$ cat config.mk
export PLATFORM = sky130hd
export DESIGN_NAME = fb_scanout
export DESIGN_NICKNAME = d
export VERILOG_FILES = /design/src/rtl/fb_scanout.sv
export SDC_FILE = /design/constraint.sdc
export NUM_CORES = 1
export LEC_CHECK = 0
export CORE_ASPECT_RATIO = 0.7
export CORE_MARGIN = 8
export CORE_UTILIZATION = 45
export CTS_CLUSTER_DIAMETER = 200
export DETAILED_ROUTE_END_ITERATION = 16
export GPL_TIMING_DRIVEN = 1
export PLACE_DENSITY = 0.59
export SYNTH_ARGS = -nofsm -noshare
export SYNTH_HDL_FRONTEND = slang
export SYNTH_SLANG_ARGS = --single-unit
$ cat constraint.sdc
create_clock -name clk_pixel -period 12.5 [get_ports clk_pixel]
set_clock_uncertainty 0.1 [all_clocks]
set_input_delay 2.5 -clock clk_pixel [delete_from_list [all_inputs] [get_ports clk_pixel]]
set_output_delay 2.5 -clock clk_pixel [all_outputs]
set_load 0.05 [all_outputs]
$ cat src/rtl/fb_scanout.sv
// fb_scanout: pixel-clock framebuffer scan-out engine.
// Fetches palette indices READ_DELAY pixels ahead of the beam, with line and
// frame wrap. Supports integer upscaling by 2**SCALE_LOG2 and colour lookup
// through a writable RGB888 palette. Pixels outside the active area are
// driven with BORDER_RGB.
// Optional feature: define PALETTE_CYCLE_EN to rotate the palette index by one
// entry per frame while cycle_en is high. Without the macro, cycle_en is ignored
// and no offset adder is built.

module fb_scanout #(
    parameter int unsigned WIDTH      = 1280,
    parameter int unsigned HEIGHT     = 720,
    parameter int unsigned SCALE_LOG2 = 0,
    parameter int unsigned DATA_BITS  = 4,
    parameter int unsigned READ_DELAY = 2,
    parameter int unsigned CX_BITS    = 11,
    parameter int unsigned CY_BITS    = 10,
    parameter int unsigned ADDR_BITS  = 20,
    parameter logic [23:0] BORDER_RGB = 24'h0
) (
    input  logic                 clk_pixel,
    input  logic                 reset,
    input  logic [CX_BITS-1:0]   cx,
    input  logic [CY_BITS-1:0]   cy,
    input  logic [CX_BITS-1:0]   frame_width,
    input  logic [CY_BITS-1:0]   frame_height,
    output logic                 read_en,
    output logic [ADDR_BITS-1:0] read_addr,
    input  logic [DATA_BITS-1:0] read_data,
    input  logic                 pal_we,
    input  logic [DATA_BITS-1:0] pal_waddr,
    input  logic [23:0]          pal_wdata,
    input  logic                 cycle_en,
    output logic [23:0]          rgb
);

    localparam int unsigned PAL_DEPTH = 1 << DATA_BITS;
    localparam int unsigned SRC_W     = WIDTH >> SCALE_LOG2;
    localparam int unsigned LX_BITS   = CX_BITS + 1;
    localparam int unsigned LY_BITS   = CY_BITS + 1;
    localparam int unsigned RAMP_SH   = 8 - DATA_BITS;

    // Lookahead beam position, one bit wider than the inputs to hold the carry
    logic [LX_BITS-1:0] lx_sum;
    logic [LY_BITS-1:0] ly_sum;
    logic               wrap_x;
    logic [LX_BITS-1:0] look_x;
    logic [LY_BITS-1:0] look_y;

    // Fetch decode
    logic                 fetch_en;
    logic [LX_BITS-1:0]   src_x;
    logic [LY_BITS-1:0]   src_y;
    logic [ADDR_BITS-1:0] fetch_addr;

    // Registered state
    logic                  read_en_q,   read_en_d;
    logic [ADDR_BITS-1:0]  read_addr_q, read_addr_d;
    logic [READ_DELAY-1:0] act_q,       act_d;
    logic [23:0]           rgb_q,       rgb_d;
    logic [23:0]           pal_q [PAL_DEPTH];
    logic [23:0]           pal_d [PAL_DEPTH];

    // Palette lookup index after optional rotation
    logic [DATA_BITS-1:0]  pix_idx;

    assign read_en   = read_en_q;
    assign read_addr = read_addr_q;
    assign rgb       = rgb_q;

    // Beam position READ_DELAY pixels ahead, wrapping across line and frame ends
    always_comb begin
        lx_sum = {1'b0, cx} + LX_BITS'(READ_DELAY);
        wrap_x = (lx_sum >= {1'b0, frame_width});
        look_x = lx_sum;
        if (wrap_x) begin
            look_x = lx_sum - {1'b0, frame_width};
        end
        ly_sum = {1'b0, cy} + LY_BITS'(wrap_x);
        look_y = ly_sum;
        if (ly_sum >= {1'b0, frame_height}) begin
            look_y = '0;
        end
    end

    // Decide whether the lookahead pixel is visible and form its source address
    always_comb begin
        fetch_en   = (look_x < LX_BITS'(WIDTH)) && (look_y < LY_BITS'(HEIGHT));
        src_x      = look_x >> SCALE_LOG2;
        src_y      = look_y >> SCALE_LOG2;
        fetch_addr = ADDR_BITS'(src_y) * ADDR_BITS'(SRC_W) + ADDR_BITS'(src_x);
    end

    // Next fetch strobe/address; address holds while the lookahead is in blanking
    always_comb begin
        read_en_d   = fetch_en;
        read_addr_d = read_addr_q;
        if (fetch_en) begin
            read_addr_d = fetch_addr;
        end
    end

    // Active flag shifts alongside the RAM pipeline so it lines up with read_data
    always_comb begin
        act_d = READ_DELAY'({act_q, read_en_q});
    end

`ifdef PALETTE_CYCLE_EN
    logic [DATA_BITS-1:0] offset_q, offset_d;

    // Advance the rotation once per frame at the top-left beam position
    always_comb begin
        offset_d = offset_q;
        if ((cx == '0) && (cy == '0) && cycle_en) begin
            offset_d = offset_q + DATA_BITS'(1);
        end
    end

    // Rotation offset register
    always_ff @(posedge clk_pixel) begin
        if (reset) begin
            offset_q <= '0;
        end else begin
            offset_q <= offset_d;
        end
    end

    assign pix_idx = read_data + offset_q;
`else
    logic unused_cycle_en;
    assign unused_cycle_en = cycle_en;
    assign pix_idx         = read_data;
`endif

    // Colour of the pixel whose index arrives this cycle
    always_comb begin
        rgb_d = BORDER_RGB;
        if (act_q[READ_DELAY-1]) begin
            rgb_d = pal_q[pix_idx];
        end
    end

    // Palette update; a lookup in the write cycle still sees the old entry
    always_comb begin
        pal_d = pal_q;
        if (pal_we) begin
            pal_d[pal_waddr] = pal_wdata;
        end
    end

    // Fetch, alignment and output registers
    always_ff @(posedge clk_pixel) begin
        if (reset) begin
            read_en_q   <= 1'b0;
            read_addr_q <= '0;
            act_q       <= '0;
            rgb_q       <= '0;
        end else begin
            read_en_q   <= read_en_d;
            read_addr_q <= read_addr_d;
            act_q       <= act_d;
            rgb_q       <= rgb_d;
        end
    end

    // Palette storage, reset to a grey ramp
    always_ff @(posedge clk_pixel) begin
        if (reset) begin
            for (int i = 0; i < int'(PAL_DEPTH); i++) begin
                pal_q[i] <= {3{8'(i << RAMP_SH)}};
            end
        end else begin
            pal_q <= pal_d;
        end
    end

endmodule

==> run metrics, run 1 <==
worst path arrival time 11.12 ns; CTS H-tree lvls 2; Final Hold Viols 0; Mean Syn Cell Area 8.64 um2; hold_sp act_q[0]$_SDFF_PP0_; Max rail drop VDD 86.9 uV; DPL Wire Length 38,200 um; highest-delay cell along the critical path a21oi_1; final WL 64,000 um; row cnt 64; I/O pin cnt 123; top area cells in the synthesized netlist dfxtp_1 43%, nand2_1 15%, mux4_2 14%, a21oi_1 7.8%, nand3b_1 3.6%; layout cell share with drive strength beyond 1 0.115; die area 51,600 um2; RSZ-0062 raised after global routing false; vias 16,705; hold path cells 1; GR Overflow Total 0; WHS Endpoint act_q[1]$_SDFF_PP0_; Area growth syn-to-layout 14.3%; global-route usage over all layers 0.247; initial antenna violation count 5; Post-synth ARST share 0; CTS tree done; clock sink count 431; iteration-0 DRC count of the detailed router 1,741; Root Driver clkbuf_16; DR vias/cell 5.66; met3 GRT Util 0.0461; fin nets 2,447; GP Congestion 0.843; Max transition margin 0.268; largest net degree at the start of global routing 125; global-route wire length before repair 98,400 um; CTS Buf Count 43; Remaining DRCs 0; # fillers 4,024; PostCTS Resize Cnt 0; leakage power 8.26 nW; fin util 0.522; worst setup path class in -> reg; Hold Crit Class reg -> reg; Setup violations, final 0; die height 192 um; Synth cell types 58; Top FF cell, synth dfxtp_1; Critical R2R Launch pal_q[10]$_SDFFE_PP0P_; vias in the first global route 16,303; worst-path fanout max 17; clk buf depth 3; core area 43,800 um2; worst path required time 12.80 ns; register area share after synthesis 0.431; drt pass-1 iters 7; Max Cap Viol 0; Power Density 139 nW/um2; most frequent CP cell ha_1; Setup TNS 0 ns; period utilization 0.866; Worst Setup End Kind register; Tmin final 10.82 ns; max-slew violations 0; share of the synthesized area in the top cell type 0.431; DIE WIDTH 268 um; mapped cell area 20,000 um2; total power draw 0.00317 W; status completed; measured slew at the worst slew-check pin 1.10 ns; max frequency 0.0924 GHz; DR WL/cell 21.7 um; number of port buffers 121; hold bufs inserted after CTS 0; crit-path max cell delay 0.70 ns; commonest cells after routing, fill and taps aside 802 x nand2_1, 431 x dfxtp_1, 310 x a21oi_1; Synth Instances 2,316; Starting Density 0.457; setup slack after layout 1.68 ns; clock latency on the worst-skew pair 0.56 ns; worst reg2reg path depth 3; met2 Use GR 0.390; FF-to-FF End rgb[10]$_SDFF_PP0_; gr busiest metal met2; Post-CTS Setup Inserts 0; R2R setup slack 10.66 ns; pre-CTS setup slack 1.24 ns; Mapped Nets 2,440; YS warnings 0; routing usage on met1 0.343; #FFs+latches synth 431; cell taking the most area after synthesis dfxtp_1; most common cell after layout, fill and taps aside nand2_1; EDFF count, synth 0; Startpoint Class input port; post-route ant nets 0; clk slew on worst S/H paths 0.06 ns
-- critical path: cells and delay by family --
kind                       cells  cell delay (ns)
and+or+nand+nor                7             1.63
buffers and inverters          3             0.78
adders and majority gates      8             2.54
xor gates and xnor gates       3             0.74
AOI/OAI and AO/OA             12             2.92
-- where the power goes --
| group | internal [W] | switching (W) | leakage, nW | total (W) |
|---|---|---|---|---|
| registers | 0.00141 | 0.0000183 | 3.49 | 0.00143 |
| logic | 0.000187 | 0.000299 | 4.11 | 0.000486 |
| clock network | 0.000701 | 0.000559 | 0.653 | 0.00126 |
| total | 0.00230 | 0.000876 | 8.26 | 0.00317 |
-- cell type report --
type	instances	area, um2	area share
Sequential cell	431	8630	0.377
Antenna cell	2	5.00	0.000219
Timing Repair Buffer	158	1480	0.0648
Multi-Input combinational cell	1649	10500	0.460
Inverter	40	150	0.00656
Tap cell	594	743	0.0325
Clock buffer	60	1210	0.0529
Clock inverter	16	138	0.00602
-- synth_stat cells, drive strengths merged (2+ instances only) --
library cell	number
a211oi	15
a21o	6
a21oi	312
a31oi	3
and2	4
and3	4
and4	4
buf	19
clkbuf	177
dfxtp	431
fa	3
ha	43
inv	40
mux2i	14
mux4	120
nand2	807
nand2b	4
nand3	17
nand3b	97
nand4	6
nor2	60
nor2b	35
nor3	9
o2111ai	3
o21a	8
o21ai	8
o311ai	3
or2	3
or3	2
xnor2	24
xor2	16
-- registers in the layout, summed over array words and instances (netlist names) --
signal	count
pal_q	384
rgb	24
read_addr	20
act_q	2
read_en	1
-- how the worst max path moves through the flow --
stage          start                          to  depth (start not counted)
3_5_place_dp   cx[1]  read_addr[19]$_SDFFE_PP0P_                         33
4_1_cts        cx[1]  read_addr[19]$_SDFFE_PP0P_                         33
6_report       cx[1]  read_addr[19]$_SDFFE_PP0P_                         33
2_1_floorplan  cx[1]  read_addr[19]$_SDFFE_PP0P_                         35
3_3_place_gp   cx[1]  read_addr[19]$_SDFFE_PP0P_                         33
5_1_grt        cx[1]  read_addr[19]$_SDFFE_PP0P_                         33
-- routing by layer --
| layer | vias to the layer above | wire, um |
|---|---|---|
| met5 | - | 27 |
| met4 | 4 | 1610 |
| met3 | 111 | 5120 |
| met2 | 609 | 29000 |
| met1 | 8168 | 28300 |
| li1 | 7813 | - |
-- through the flow --
| stage | area [um2] | hold WS (ns) | std cells |
|---|---|---|---|
| after floorplan | 20000 | 0.314 | 2316 |
| final | 22900 | 0.330 | 2950 |
| after global routing | 22900 | 0.358 | 2950 |
| after CTS | 22900 | 0.346 | 2948 |
| after global placement | 21500 | 0.320 | 2872 |
| after detailed placement | 21500 | 0.324 | 2872 |
-- logic make-up after synthesis --
kind of cell | share of synthesized area
other | 0.000187
AND/OR/NAND/NOR | 0.229
AO/OA/AOI/OAI | 0.104
adder cells (fa/ha/maj) | 0.0299
multiplexers | 0.142
flip-flops | 0.431
XOR/XNOR | 0.0175
buffers and inverters | 0.0461
Note: power is estimated with default switching activity, not from simulation.
==> run 2: changes to the inputs <==
--- a/config.mk
+++ b/config.mk
@@ -10,8 +10,9 @@
 export CORE_UTILIZATION = 45
 export CTS_CLUSTER_DIAMETER = 200
 export DETAILED_ROUTE_END_ITERATION = 16
+export DONT_BUFFER_PORTS = 1
 export GPL_TIMING_DRIVEN = 1
-export PLACE_DENSITY = 0.59
+export PLACE_DENSITY = 0.56
 export SYNTH_ARGS = -nofsm -noshare
 export SYNTH_HDL_FRONTEND = slang
 export SYNTH_SLANG_ARGS = --single-unit
==> run 2 against run 1 <==
Clock power increased by 11%. Non-clock buffer count decreased by 128. Final cell count decreased by 4.2%. Total power increased by 0.42%. Critical path depth decreased by 1. Utilization decreased by 2.4 points. Combinational power decreased by 38%. Global-route usage decreased by 0.44 points. Die area unchanged. Critical endpoint unchanged. Largest cell class unchanged.
==> run metrics, run 2 (synthesis results as in run 1) <==
status completed (unchanged); CTS Buf Count 44 (was 43); die height 192 um (unchanged); Starting Density 0.457 (unchanged); commonest cells after routing, fill and taps aside 800 x nand2_1, 431 x dfxtp_1, 310 x a21oi_1 (was 802 x nand2_1, 431 x dfxtp_1, 310 x a21oi_1); clk slew on worst S/H paths 0.06 ns (about the same); Largest Register pal_q (unchanged); die area 51,600 um2 (unchanged); combinational share of power 0.095 (was 0.153); Max rail drop VDD 90.8 uV (was 86.9 uV); Post-CTS Setup Inserts 0 (unchanged); measured slew at the worst slew-check pin 1.05 ns (was 1.10 ns); highest-delay cell along the critical path a21oi_1 (unchanged); most frequent CP cell ha_1 (unchanged); max frequency 0.0991 GHz (was 0.0924 GHz); Remaining DRCs 0 (unchanged); placed cell areas 20,300 um2 (was 21,500 um2); Finished Layout Cells 2,826 (was 2,950); Max transition margin 0.299 (was 0.268); DR WL/cell 22.4 um (was 21.7 um); clk buf depth 3 (unchanged); RSZ-0062 raised after global routing false (unchanged); iteration-0 DRC count of the detailed router 1,698 (was 1,741); critical path's top delay family compound AO/OA/AOI/OAI gates (unchanged); leakage power 7.87 nW (was 8.26 nW); drt pass-1 iters 5 (was 7); row cnt 64 (unchanged); worst setup path class in -> reg (unchanged); post-route ant nets 0 (unchanged); largest net degree at the start of global routing 409 (was 125); initial antenna violation count 2 (was 5); WP buf/inv 2 (was 3); global-route usage over all layers 0.242 (was 0.247); GR Overflow Total 0 (unchanged); clock sink count 431 (unchanged); crit-path max cell delay 0.65 ns (was 0.70 ns); hold path cells 1 (unchanged); switching power 0.000821 W (was 0.000876 W); vias in the first global route 15,525 (was 16,303); most common cell after layout, fill and taps aside nand2_1 (unchanged); DPL Wire Length 36,200 um (was 38,200 um); worst reg2reg path depth 3 (unchanged); Post-Place Cells 2,744 (was 2,872); Power Density 146 nW/um2 (was 139 nW/um2); worst path required time 12.84 ns (was 12.80 ns); internal power 0.00237 W (was 0.00230 W); layout cell share with drive strength beyond 1 0.121 (was 0.115); Clock Power Share 0.438 (was 0.397); DR vias/cell 5.71 (was 5.66); Sw Share 0.258 (was 0.276); Levels on crit path 32 (was 33); Setup TNS 0 ns (unchanged); Area growth syn-to-layout 9.02% (was 14.3%); Final Hold Viols 0 (unchanged); PostCTS Resize Cnt 0 (unchanged); CTS H-tree lvls 2 (unchanged); DIE WIDTH 268 um (unchanged); final WL 63,300 um (was 64,000 um); worst path arrival time 10.43 ns (was 11.12 ns); Root Driver clkbuf_16 (unchanged); Hold Crit Class reg -> reg (unchanged); I/O pin cnt 123 (unchanged); GP Congestion 0.866 (was 0.843); number of port buffers 0 (was 121); Startpoint Class input port (unchanged); clock latency on the worst-skew pair 0.56 ns (about the same); vias 16,150 (was 16,705); core area 43,800 um2 (unchanged); fin nets 2,320 (was 2,447); max-slew violations 0 (unchanged); Tmin final 10.09 ns (was 10.82 ns); Setup violations, final 0 (unchanged); Max Cap Viol 0 (unchanged); CTS tree done (unchanged); # fillers 4,147 (was 4,024); period utilization 0.807 (was 0.866); final std cell area, no fill 21,800 um2 (was 22,900 um2); Seq pwr share 0.467 (was 0.450); Worst Setup End Kind register (unchanged); max reg flops 384 (unchanged); hold bufs inserted after CTS 0 (unchanged); global-route wire length before repair 95,800 um (was 98,400 um); worst-path fanout max 17 (unchanged)
-- run 2: cell count changes in the layout (fill, tap and decap cells not counted), moves of 3 or more --
| cell | before | now |
|---|---|---|
| clkbuf_1 | 11 | 5 |
| clkdlybuf4s50_1 | 116 | 0 |
| buf_4 | 38 | 30 |
| clkinv_2 | 7 | 10 |
| bufinv_16 | 1 | 4 |
| clkbuf_8 | 5 | 10 |
-- run 2: per-layer routing --
layer | GRT usage | wire length, um | up-vias
met4 | 0.0623 | 1520 | 0
met2 | 0.373 | 27900 | 602
li1 | - | - | 7556
met1 | 0.340 | 28000 | 7882
met3 | 0.0584 | 5900 | 110
met5 | 0 | 0 | -
-- run 2: final timing paths --
kind                                               from                    endpoint  slack, ns
worst max-delay path                              cx[1]  read_addr[19]$_SDFFE_PP0P_       2.41
worst min-delay path                act_q[0]$_SDFF_PP0_         act_q[1]$_SDFF_PP0_       0.35
worst max register to register  pal_q[106]$_SDFFE_PP0P_          rgb[10]$_SDFF_PP0_      10.69
worst min register to register      act_q[0]$_SDFF_PP0_         act_q[1]$_SDFF_PP0_       0.35
-- run 2: through the flow --
stage | util | worst slack (ns) | hold slack (ns) | total power (W)
finish | 0.498 | 2.41 | 0.346 | 0.00319
global route | 0.498 | 1.79 | 0.367 | 0.00331
CTS | 0.498 | 2.46 | 0.352 | 0.00321
detailed placement | 0.463 | 1.91 | 0.329 | 0.00182
global placement | 0.463 | 2.04 | 0.320 | 0.00181
floorplan | - | 3.01 | 0.314 | 0.00180
-- run 2: cell type report --
cell class              count  area [um2]  area share
inverters                  40         150     0.00688
well taps                 594         743      0.0341
clock inverters            20         230      0.0106
repair buffers             30         225      0.0103
flip-flops and latches    431        8630       0.396
clock buffers              61        1310      0.0600
multi-input cells        1649       10500       0.482
diodes                      1        2.50    0.000115
-- run 2: power by group through the flow --
stage	Combinational (W)	Clock, W	Sequential, W
2_1_floorplan	0.000290	0	0.00151
3_3_place_gp	0.000293	0	0.00152
3_5_place_dp	0.000299	0	0.00152
4_1_cts	0.000300	0.00142	0.00149
5_1_grt	0.000334	0.00148	0.00149
6_report	0.000302	0.00140	0.00149
-- run 2: worst register-to-register path, cell delays in order, from the launching register on --
cell and delay [ns]:
dfxtp_1 0.31, mux4_2 0.49, mux4_2 0.53, nor2b_1 0.23
==> RTL change 1 (settings of run 1) <==
Set the parameter `READ_DELAY` to 4 (it was 2).
--- a/src/rtl/fb_scanout.sv
+++ b/src/rtl/fb_scanout.sv
@@ -13,5 +13,5 @@
     parameter int unsigned SCALE_LOG2 = 0,
     parameter int unsigned DATA_BITS  = 4,
-    parameter int unsigned READ_DELAY = 2,
+    parameter int unsigned READ_DELAY = 4,
     parameter int unsigned CX_BITS    = 11,
     parameter int unsigned CY_BITS    = 10,
Function: changed (Yosys sat finds a counterexample within 4 cycles, from zero or initial values and one cycle with reset high).
==> RTL change 1 against run 1 <==
Sequential cell count up 2; global-route usage down 0.082 points; critical endpoint unchanged; worst setup slack better by 0.35 ns; final area up 0.71%; power up 5.3%; synthesized area down 0.41%; wire length down 0.69%.
==> RTL change 1: results <==
global_routing:
  grt_use_met1_pct: 35.2
  grt_pass1_vias: 16200
  antenna_found_initial: 3
  grt_use_met3_pct: 5.12
  grt.total_usage_pct: 24.6
  grt_pass1_wl_um: 97900
  grt_max_degree: 237
  use_met2_pct: 37.4
floorplan:
  fp.dieW_um: 267
routing:
  drt-vias-per-instance: 5.68
  wl_met1_um: 28000
  dr.pass1.iters: 5
  top_layer: "met5"
  wl_met3_um: 6250
  wl_per_cell_um: 21.6
  dr.first_iter.drc_count: 1901
  wl_met2_um: 27900
critical_path:
  startpoint: "cx[2]"
  worstReg2RegEnd: "rgb[4]"
  worstReg2RegStart: "pal_q[100]"
  critical_path.top_delay_family: "simple AND/OR/NAND/NOR gates"
  arrival_ns: 10.78
  crit_slowest_cell: "nand2b_1"
  worst-r2r-setup-slack_ns: 10.74
  worst-path-max-fanout: 20
  slowest_delay_ns: 0.64
synth:
  ys_types: 52
  yosysSeqAreaShare_pct: 43.5
  muxShareOfSynthArea_pct: 14.1
  synth_xor_area_share_pct: 1.85
  yosys-top-cells-count: "802 x nand2_1, 433 x dfxtp_1, 305 x a21oi_1"
  synthAdderAreaFrac_pct: 3.00
  synth_area_per_cell_um2: 8.64
  synth_compound_area_share_pct: 10.1
  synth.area.top_cells: "dfxtp_1 44%, nand2_1 15%, mux4_2 14%, a21oi_1 7.7%, nand3b_1 3.6%"
  async_flop_share_pct: 0
clock_network:
  cts_resized: 0
  postCtsSetupBuffers: 0
  clk_pin_slew_worst_paths_ns: 0.06
  htree_levels: 2
sta:
  relSlewSlack_pct: 15.9
  hold_ws_ns: 0.338
  setup_ws_ns: 2.03
placed_design:
  dp_hpwl_um: 37600
  place_area_um2: 21500
  gp_congestion: 0.842
  io_buffers: 121
  pre_cts_slack_ns: 1.58
pwr:
  ir_worst_vdd_mv: 0.0873
  p_leak_nw: 8.38
cells_and_area:
  fin_cells: 2940
  regMostFlops: "pal_q"
  final.fill_count: 4032
  synthToLayoutAreaGrowth_pct: 15.6
  final_nets: 2434
  drive_gt1_share_pct: 11.7
outcome:
  status: "finished clean"
hold_path:
  hold_start: "act_q[2]"
  whs_endpoint: "act_q[3]"
  min_path_type: "reg2reg"
[RTL change 1: cell count changes after synthesis, moves of 4 or more]
cell,run 1,this run
o21ai_0,8,13
inv_1,40,35
nand2_1,807,802
buf_1,12,16
nand2b_1,4,9
a21oi_1,310,305
and3_1,4,8
o21a_1,8,2
nor2_2,4,0
[RTL change 1: final cells by class]
cell class / count / share of cell area, %
Antenna cell: 3 / 0.0326
Inverter: 36 / 0.587
Clock inverter: 23 / 1.59
Timing Repair Buffer: 156 / 6.45
Multi-Input combinational cell: 1640 / 45.2
Tap cell: 594 / 3.23
Clock buffer: 55 / 5.26
Sequential cell: 433 / 37.6
[RTL change 1: power breakdown]
part           internal, mW  switching [mW]
logic                 0.176           0.283
registers              1.41          0.0176
clock network         0.876           0.577
total                  2.47           0.877
==> RTL change 2 (flow settings as in run 1) <==
Made on the original files. `rgb_q` no longer has a reset.
--- a/src/rtl/fb_scanout.sv
+++ b/src/rtl/fb_scanout.sv
@@ -155,11 +155,13 @@
             read_addr_q <= '0;
             act_q       <= '0;
-            rgb_q       <= '0;
         end else begin
             read_en_q   <= read_en_d;
             read_addr_q <= read_addr_d;
             act_q       <= act_d;
-            rgb_q       <= rgb_d;
         end
+    end
+
+    always_ff @(posedge clk_pixel) begin
+        rgb_q <= rgb_d;
     end
 
Check against the original RTL: not equivalent (Yosys sat finds a counterexample within 10 cycles, from zero or initial values and one cycle with reset high; the reset may be asserted at any time).
==> RTL change 2 against run 1 <==
Final area is essentially flat; sequential cell count is the same; power up 2.5%; maximum frequency down 3.8%; sequential share of layout area about the same; wire length is 1.0% higher; global-route usage is 0.11 points higher; critical path type unchanged; synthesized area is 0.51% lower; count of clock-buffer cells in the layout grew 5; worst setup slack worse by 0.42 ns.
==> RTL change 2: results <==
outcome:
  status: "finished clean"
routing:
  drt-vias-per-instance: 5.81
  dr.pass1.iters: 5
  drt_wl_total_um: 64700
  dr.first_iter.drc_count: 1892
synth:
  synthAdderAreaFrac_pct: 3.00
  synth_xor_area_share_pct: 1.70
  ys_types: 57
  yosys-top-cells-count: "806 x nand2_1, 431 x dfxtp_1, 321 x a21oi_1"
  muxShareOfSynthArea_pct: 13.7
  yosysSeqAreaShare_pct: 43.4
  syn_nets: 2473
  synth.area.top_cells: "dfxtp_1 43%, nand2_1 15%, mux4_2 14%, a21oi_1 8.1%, clkbuf_1 3.3%"
  synth_compound_area_share_pct: 11.5
critical_path:
  slowest_delay_ns: 0.52
  worst-path-max-fanout: 14
  arrival_ns: 11.61
  crit_slowest_cell: "clkdlybuf4s50_1"
cells_and_area:
  final.fill_count: 3977
  largest_register_ffs: 384
  final_nets: 2475
  drive_gt1_share_pct: 11.5
placed_design:
  dp_hpwl_um: 37900
  place_area_um2: 21400
  gp_congestion: 0.889
  io_buffers: 121
global_routing:
  grt_use_met1_pct: 36.6
  use_met2_pct: 36.6
  grt_max_degree: 143
  grt_use_met3_pct: 4.90
  grt_pass1_wl_um: 98300
  antenna_found_initial: 1
  grt_pass1_vias: 16200
clock_network:
  root_buffer: "clkbuf_16"
sta:
  relSlewSlack_pct: 22.0
pwr:
  ir_worst_vdd_mv: 0.102
  p_leak_nw: 8.32
## RTL change 2: path summary, 6_finish.rpt
kind	from	slack [ns]	depth (start not counted)	endpoint
max	cx[1]	1.25	36	read_addr[19]
min	act_q[0]	0.33	1	act_q[1]
max reg2reg	pal_q[63]	10.76	3	rgb[15]
min reg2reg	act_q[0]	0.33	1	act_q[1]
## RTL change 2: per-layer routing
layer | wire length (um) | up-vias | part of all wire (%)
met5 | 0 | - | 0
met2 | 27500 | 800 | 42
met1 | 29000 | 8433 | 45
li1 | - | 7938 | -
met3 | 6830 | 112 | 11
met4 | 1410 | 0 | 2.2
## RTL change 2: report_power, final
part	switching, mW	leakage [nW]	internal, mW
Combinational	0.319	4.13	0.184
Sequential	0.0185	3.49	1.41
Clock	0.549	0.699	0.774
## RTL change 2: area by class of cell
type                            count  area share (%)
Multi-Input combinational cell   1668            45.4
Clock buffer                       65            5.65
Antenna cell                        1          0.0109
Tap cell                          594            3.25
Timing Repair Buffer              157            6.47
Inverter                           50           0.821
Clock inverter                     11           0.608
Sequential cell                   431            37.7
## RTL change 2: metrics by stage
step	util, %	std cells	hold WS, ns
6_report	52.4	2977	0.330
3_5_place_dp	49.1	2900	0.333
5_1_grt	52.4	2977	0.364
3_3_place_gp	49.1	2900	0.318
2_1_floorplan	-	2349	0.314
4_1_cts	52.4	2976	0.340
## RTL change 2: kinds of logic after synthesis
logic type	after synthesis
xor+xnor	37
buf+inv	250
flops	431
simple gates	1059
fa+ha+maj	46
compound gates	403
mux	122
other cells	1
## RTL change 2: worst register-to-register path, cell delays in order (launching register included)
cell and delay (ns):
dfxtp_1 0.32, mux4_2 0.47, mux4_2 0.56, and2_1 0.19
